==> src/rtl/oport_uart_tx_pkg.sv <==
// oport_uart_tx_pkg: shared FSM state encoding and 8N1 frame constants
package oport_uart_tx_pkg;
   typedef enum logic [1:0] {
      IDLE  = 2'd0,
      START = 2'd1,
      DATA  = 2'd2,
      STOP  = 2'd3
   } state_t;
   localparam logic START_BIT  = 1'b0;
   localparam logic STOP_BIT   = 1'b1;
   localparam int   FRAME_BITS = 10;
endpackage

==> src/rtl/oport_fifo.sv <==
// oport_fifo: first-word-fall-through byte buffer with registered full/empty flags
module oport_fifo #(
   parameter int DATA_W     = 8,
   parameter int FIFO_DEPTH = 4
) (
   input  logic              clk,
   input  logic              reset,
   input  logic              wr_en,
   input  logic [DATA_W-1:0] wr_data,
   input  logic              rd_en,
   output logic [DATA_W-1:0] rd_data,
   output logic              full,
   output logic              empty
);
   localparam int AW = $clog2(FIFO_DEPTH);
   localparam int CW = AW + 1;
   logic [DATA_W-1:0] mem [FIFO_DEPTH];
   logic [AW-1:0]     wr_ptr, rd_ptr;
   logic [CW-1:0]     count, count_n;
   logic              push, pop;
   // a write against a full buffer is dropped even when a pop lands in the same cycle
   assign push    = wr_en && !full;
   assign pop     = rd_en && !empty;
   assign count_n = count + CW'(push) - CW'(pop);
   assign rd_data = mem[rd_ptr];
   always_ff @(posedge clk) begin
      if (push) mem[wr_ptr] <= wr_data;
   end
   always_ff @(posedge clk) begin
      if (!reset) begin
         wr_ptr <= '0;
         rd_ptr <= '0;
         count  <= '0;
         full   <= 1'b0;
         empty  <= 1'b1;
      end else begin
         wr_ptr <= push ? wr_ptr + 1'b1 : wr_ptr;
         rd_ptr <= pop ? rd_ptr + 1'b1 : rd_ptr;
         count  <= count_n;
         full   <= count_n == CW'(FIFO_DEPTH);
         empty  <= count_n == '0;
      end
   end
endmodule

==> src/rtl/oport_uart_tx.sv <==
// oport_uart_tx: buffers bytes written to the core's oport and sends them as 8N1 UART frames
module oport_uart_tx
   import oport_uart_tx_pkg::*;
#(
   parameter int CLKS_PER_BIT = 16,
   parameter int FIFO_DEPTH   = 4,
   parameter int DATA_W       = 8
) (
   input  logic              clk,
   input  logic              reset,
   input  logic              wr_en,
   input  logic [DATA_W-1:0] wr_data,
   output logic              full,
   output logic              busy,
   output logic              overflow,
   output logic              tx
);
   localparam int CNT_W = $clog2(CLKS_PER_BIT);
   localparam int IDX_W = $clog2(DATA_W);
   state_t            state, state_n;
   logic [CNT_W-1:0]  cnt;
   logic [IDX_W-1:0]  idx;
   logic [DATA_W-1:0] shreg, shreg_n, head;
   logic              empty, pop, fire, bit_done, tx_n;
   assign fire     = cnt == CNT_W'(CLKS_PER_BIT - 1);
   assign bit_done = state == DATA && fire;
   oport_fifo #(.DATA_W(DATA_W), .FIFO_DEPTH(FIFO_DEPTH)) u_fifo (
      .clk     (clk),
      .reset   (reset),
      .wr_en   (wr_en),
      .wr_data (wr_data),
      .rd_en   (pop),
      .rd_data (head),
      .full    (full),
      .empty   (empty)
   );
   always_ff @(posedge clk) begin
      if (!reset) begin
         state    <= IDLE;
         cnt      <= '0;
         idx      <= '0;
         shreg    <= '0;
         tx       <= STOP_BIT;
         overflow <= 1'b0;
      end else begin
         state    <= state_n;
         cnt      <= (state == IDLE || fire) ? '0 : cnt + 1'b1;
         idx      <= state == DATA ? idx + IDX_W'(fire) : '0;
         shreg    <= shreg_n;
         tx       <= tx_n;
         overflow <= overflow | (wr_en & full);
      end
   end
   always_comb begin
      state_n = state;
      pop     = 1'b0;
      case (state)
         IDLE: begin
            pop     = !empty;
            state_n = empty ? IDLE : START;
         end
         START: state_n = fire ? DATA : START;
         DATA:  state_n = (fire && idx == IDX_W'(DATA_W - 1)) ? STOP : DATA;
         STOP: begin
            pop     = fire && !empty;
            state_n = !fire ? STOP : empty ? IDLE : START;
         end
         default: state_n = IDLE;
      endcase
      shreg_n = pop ? head : bit_done ? shreg >> 1 : shreg;
   end
   // tx is registered from the next state so the line never glitches
   always_comb begin
      tx_n = state_n == START ? START_BIT : state_n == DATA ? shreg_n[0] : STOP_BIT;
      busy = state != IDLE || !empty;
   end
endmodule

==> config.mk <==
export PLATFORM = sky130hd
export DESIGN_NAME = oport_uart_tx
export DESIGN_NICKNAME = d
export VERILOG_FILES = /design/src/rtl/oport_uart_tx_pkg.sv /design/src/rtl/oport_fifo.sv /design/src/rtl/oport_uart_tx.sv
export SDC_FILE = /design/constraint.sdc
export NUM_CORES = 1
export LEC_CHECK = 0
export ABC_CLOCK_PERIOD_IN_PS = 3200
export BUFFER_PORTS_ARGS = -buffer_cell sky130_fd_sc_hd__buf_2
export CAP_MARGIN = 20
export CORE_MARGIN = 1
export CORE_UTILIZATION = 45
export DETAILED_ROUTE_END_ITERATION = 10
export GPL_ROUTABILITY_DRIVEN = 0
export PLACE_DENSITY = 0.67
export SYNTH_ARGS = -nofsm -noshare
export SYNTH_HDL_FRONTEND = slang
export SYNTH_SLANG_ARGS = --single-unit
==> constraint.sdc <==
create_clock -name clk -period 3.2 [get_ports clk]
set_input_delay 0.32 -clock clk [delete_from_list [all_inputs] [get_ports clk]]
set_output_delay 0.32 -clock clk [all_outputs]
set_load 0.05 [all_outputs]
Yosys cells after proc, flatten, opt, wreduce, memory -nomap -nowiden
Memories as Yosys holds them, arrays and structs flattened. A register that Yosys moved wholly into a read port is not among the register bits.
Cells that the tools add are included.
W data, S select, Z words.
{"block": "op_classes", "mux": 14, "n_reduce_logical": 15, "bitwise": 3, "eq_ne": 8, "addsub": 6}
{"op": "$mux W8", "n": 2}
{"op": "$mux W2", "n": 4}
{"op": "$pmux W2 S4", "n": 1}
{"op": "$add A3 B1 Y3", "n": 2}
{"op": "$eq A2 B2 Y1 const B", "n": 3}
{"op": "$eq A3 B3 Y1 const B", "n": 2}
{"op": "$mux W1", "n": 6}
{"op": "$logic_and A1 B1 Y1", "n": 5}
{"op": "$add A2 B1 Y2 const B", "n": 2}
{"op": "$add A4 B1 Y4 const B", "n": 1}
{"op": "$eq A2 B1 Y1 const B", "n": 2}
{"op": "$eq A4 B4 Y1 const B", "n": 1}
{"op": "$reduce_bool A2 Y1", "n": 2}
{"op": "$logic_not A3 Y1", "n": 1}
{"op": "$sub A3 B1 Y3", "n": 1}
{"op": "$logic_not A1 Y1", "n": 2}
{"op": "$logic_not A2 Y1", "n": 1}
{"op": "$logic_or A1 B1 Y1", "n": 2}
{"op": "$pmux W1 S2", "n": 1}
{"op": "$reduce_and A2 Y1", "n": 1}
{"op": "$reduce_or A2 Y1", "n": 1}
{"op": "$and A1 B1 Y1", "n": 1}
{"op": "$not A1 Y1", "n": 1}
{"op": "$or A1 B1 Y1", "n": 1}
{"block": "word_totals", "input_bits": 11, "word_cells": 59, "memories": 1, "out_inout_bits": 4, "ram_bits": 32, "reg_bits": 28}
{"memory": "u_fifo.mem", "depth": 4, "word_bits": 8, "read_ports": 1, "rd_clocked_by_memory_dff": 1, "write_ports": 1, "line": "oport_fifo.sv:17", "source": "logic [DATA_W-1:0] mem [FIFO_DEPTH];"}

Logic depth before layout (Yosys ltp)
{"block": "depth", "ltp_word": 7, "ltp_mapped": 13, "depth_no_buf": 12}

By module
From an unflattened synthesis, not the netlist that was laid out.
{"block": "hier_totals", "cells_unflattened": 194, "hier_area_um2": 2607.5}
{"mod": "oport_fifo", "seq_area_each_um2": 1181.1, "area_each_um2": 1666.6, "cells_per_inst": 90, "instances": 1}
{"mod": "oport_uart_tx", "seq_area_each_um2": 380.4, "area_each_um2": 940.9, "cells_per_inst": 104, "instances": 1}

Least setup slack after synthesis
OpenSTA, ideal clock, no wires.
{"block": "synth_timing", "kind": "register to register", "startpoint": "register state[0]", "endpoint": "register u_fifo.full", "setup_time_ns": 0.080, "path_stages_with_launch": 13, "arrival_time_ns": 2.396, "synth_period_minus_slack_ns": 2.475, "path_buffers": 1, "required_ns": 3.120, "path_slack_ns": 0.725, "path_cell_list": "dfxtp_1 inv_1 ha_1 or3_1 buf_2 inv_2 ha_1 inv_1 ha_1 fa_1 xnor2_1 and2_1 nor3b_1"}
{"block": "synth_via", "elab_chain_len": 5, "word_cells_on_any_way": 6, "classes_between": "add/sub (1); eq/ne (2); mux (1); reduce/logical (2)"}
{"element": "start: declaration", "line": "oport_uart_tx.sv:20", "source": "state_t state, state_n;"}
{"element": "start signal: assignment", "line": "oport_uart_tx.sv:46", "source": "state <= state_n;"}
{"element": "$eq A2 B2 Y1 / $logic_not A2 Y1 (equally long branches)", "line": "oport_uart_tx.sv:57", "source": "case (state)"}
{"element": "$pmux W1 S2 (*)", "line": "oport_uart_tx.sv:57"}
{"element": "$logic_and A1 B1 Y1 (*)", "line": "oport_fifo.sv:23", "source": "assign pop = rd_en && !empty;"}
{"element": "via u_fifo.pop", "line": "oport_fifo.sv:20", "source": "logic push, pop;"}
{"element": "$sub A3 B1 Y3 (*)", "line": "oport_fifo.sv:24", "source": "assign count_n = count + CW'(push) - CW'(pop);"}
{"element": "$eq A3 B3 Y1 (*)", "line": "oport_fifo.sv:40", "source": "full <= count_n == CW'(FIFO_DEPTH);"}
{"element": "end signal: assignment", "line": "oport_fifo.sv:40"}
{"element": "end: declaration", "line": "oport_fifo.sv:12", "source": "output logic full,"}
The timed path passes the listed nets; every way through them passes the cells marked *.
A chain may end at the register's enable or synchronous reset.

Worst setup path after layout
Same ends and word-level chain as after synthesis.

==> impl_metrics.ini <==
[status]
status = finished, final reports clean

[synthesis]
yosysUniqueCellTypes = 33
netlist_area_mm2 = 0.00252
synth.net_count = 216
ys.flop_type = edfxtp_1
synth_edf_count = 32
async_flop_share_pct = 0
syn-mean-instance-area_um2 = 13.2
ys_ff_latch = 62
yosysSeqAreaShare_pct = 62.0
syn_inst = 190
ys_warn_count = 0

[clocking]
post_cts_buffers = 0
cts_resized = 0
clkSlewWorstSetupHoldPaths_ns = 0.08
clock_latency_ns = 0.34
cts_hold_buf = 0
tritoncts = done
cts_buffers = 9
cts_max_level = 3
cts-root-buf = clkbuf_8
clkSinkCount = 62
cts_max_path_buffers = 2

[power_and_ir_drop]
comb_power_share_pct = 24.3
power_w = 0.00244
p_per_area_mw_per_mm2 = 852
switching_share_pct = 30.2
internal-power_w = 0.00171
p_leak_nw = 1.07
sequentialPowerShare_pct = 44.6
p_clk_share_pct = 31.0
p_switching_w = 0.000736
irDropWorstVdd_mv = 0.587

[setup_path]
cpMostUsedCell = ha_1
regToRegSetupSlack_ns = 0.68
startpoint_type = register
crit_buf_inv = 3
worstReg2RegStart = state[0]
path_class = register to register
required_ns = 3.47
regToRegEndpoint = u_fifo.full
worstPathCellList = inv_1, ha_1, or3_1, inv_2, ha_1, inv_1, ha_1, fa_1, xnor2_1, and2_1, nor3b_1
cp_top_family = adder cells
cp-end-kind = register
crit_arrival_ns = 2.79
worstRegToRegCells = 11
crit_path_max_incr_delay_ns = 0.38
critPathMaxFanout = 4
slowest_stage = or3_1
crit_cells = 11

[timing]
hold_viol_final = 0
post-route-period-util_pct = 78.7
tightestPinTransition_ns = 0.561
maxSlewHeadroom_pct = 62.6
min_period_ns = 2.52
fmax_mhz = 397
final_max_slew_viol_count = 0
finClkSkew_ns = 0.0115
rsz0062_at_grt = no
tns_ns = 0
setup-violations-final = 0

[drt]
finalWirelength_um = 3910
first_iter_violations = 57
wl_per_cell_um = 13.8
dr_wl_met2_um = 1840
dr.pass1.iters = 4
maxUsedRoutingLayer = met4
via_per_inst = 5.08
m1WireLength_um = 1880
met3_length_um = 153
vias = 1437
drc = 0
ant_nets = 0

[floorplan]
dieArea_mm2 = 0.00590
core_mm2 = 0.00524
die_x_um = 76.8
rows = 26
ios = 15
initial_core_util_pct = 48.1
die_y_um = 76.8

[final_layout]
final_common_cell = edfxtp_1
mostFrequentLayoutCells = edfxtp_1, dfxtp_1, nor2_1
drive_gt1_share_pct = 19.2
fillers = 447
n_antenna_cell = 0
final-seq-area_mm2 = 0.00156
nets = 234
multi_input_area_um2 = 872
syn_to_final_growth_pct = 13.8

[worst_hold_path]
min_from = wr_data[7]
holdPathEnd = u_fifo.mem[2][7]
hp-class = input pin to register
holdPathStages = 1

[grt]
grtUsageTotal_pct = 15.9
antenna_found_initial = 0
first_global_vias = 1481
gr-total-overflow = 0
grt_pass1_wl_um = 6930
grt_max_degree = 18

[flow_run]
maxCapViolations = 0

[placement]
portBuffers = 14
dpl.hpwl_um = 2590
## cells by family after synthesis
| group | Yosys count | synth area share (%) |
|---|---|---|
| flip-flops | 62 | 62.0 |
| AO/OA/AOI/OAI | 15 | 4.37 |
| multiplexers | 11 | 8.40 |
| AND/OR/NAND/NOR | 59 | 11.3 |
| adder cells (fa/ha/maj) | 15 | 7.75 |
| buffers and inverters | 20 | 3.33 |
| XOR/XNOR | 8 | 2.78 |
## state kept, by name, indices dropped and copies added, names as in the netlist, named ones only
name,count
u_fifo.rd_ptr,2
cnt,4
u_fifo.wr_ptr,2
idx,3
u_fifo.full,1
u_fifo.count,3
u_fifo.empty,1
shreg,8
u_fifo.mem,32
state,2
overflow,1
tx,1
## cell usage after synthesis, drive strengths merged (4+ instances only)
master / n / share of area (%)
a311oi: 6 / 2.1
ha: 14 / 7.0
and3: 4 / 0.99
and2: 8 / 2.0
a21oi: 4 / 0.80
inv: 12 / 1.8
edfxtp: 32 / 38
mux4: 8 / 7.2
buf: 5 / 1.1
dfxtp: 30 / 24
nor2: 21 / 3.1
nand2: 10 / 1.5
nand3: 8 / 1.6
xnor2: 5 / 1.7
## stage by stage
step                setup WS, ns  hold slack (ns)  area (µm²)  instances  utilization, %
finish                     0.681            0.192        2870        283            54.7
global route               0.407            0.171        2870        283            54.7
CTS                        0.652            0.175        2870        283            54.7
detailed placement         0.673            0.445        2640        267            50.5
global placement           0.729            0.434        2640        267            50.5
floorplan                  0.725            0.391        2520        190               -
## worst max-delay path by stage
stage	startpoint	end	slack (ns)
after floorplan	state[0]	u_fifo.full	0.72
after global placement	state[0]	u_fifo.full	0.73
after detailed placement	state[0]	u_fifo.full	0.67
after CTS	state[0]	u_fifo.full	0.65
after global routing	state[0]	u_fifo.full	0.41
final	state[0]	u_fifo.full	0.68
## final cells by class
class / count / share of cell area [%]
flip-flops and latches: 62 / 54.5
multi-input cells: 108 / 30.4
well taps: 70 / 3.06
clock inverters: 7 / 3.41
repair buffers: 15 / 2.71
clock buffers: 9 / 4.32
inverters: 12 / 1.57
## routing by layer
layer  up-vias  GRT usage, %
met5         -             0
met4         0          8.08
met3         5          7.14
met2        19          23.3
met1       689          19.8
li1        724             -
## worst register-to-register path, stage by stage (launching register included)
cell and delay (ns):
dfxtp_1 0.36, inv_1 0.09, ha_1 0.28, or3_1 0.38, inv_2 0.11, ha_1 0.13
inv_1 0.04, ha_1 0.19, fa_1 0.38, xnor2_1 0.20, and2_1 0.15, nor3b_1 0.16
## power groups by stage
stage | combinational, W | sequential (W) | clock [W]
after floorplan | 0.000487 | 0.00109 | 0
after global placement | 0.000590 | 0.00111 | 0
after detailed placement | 0.000600 | 0.00111 | 0
after CTS | 0.000604 | 0.00109 | 0.000770
after global routing | 0.000677 | 0.00112 | 0.000800
final | 0.000595 | 0.00109 | 0.000758
No activity file was read; power rests on OpenSTA's default activity.
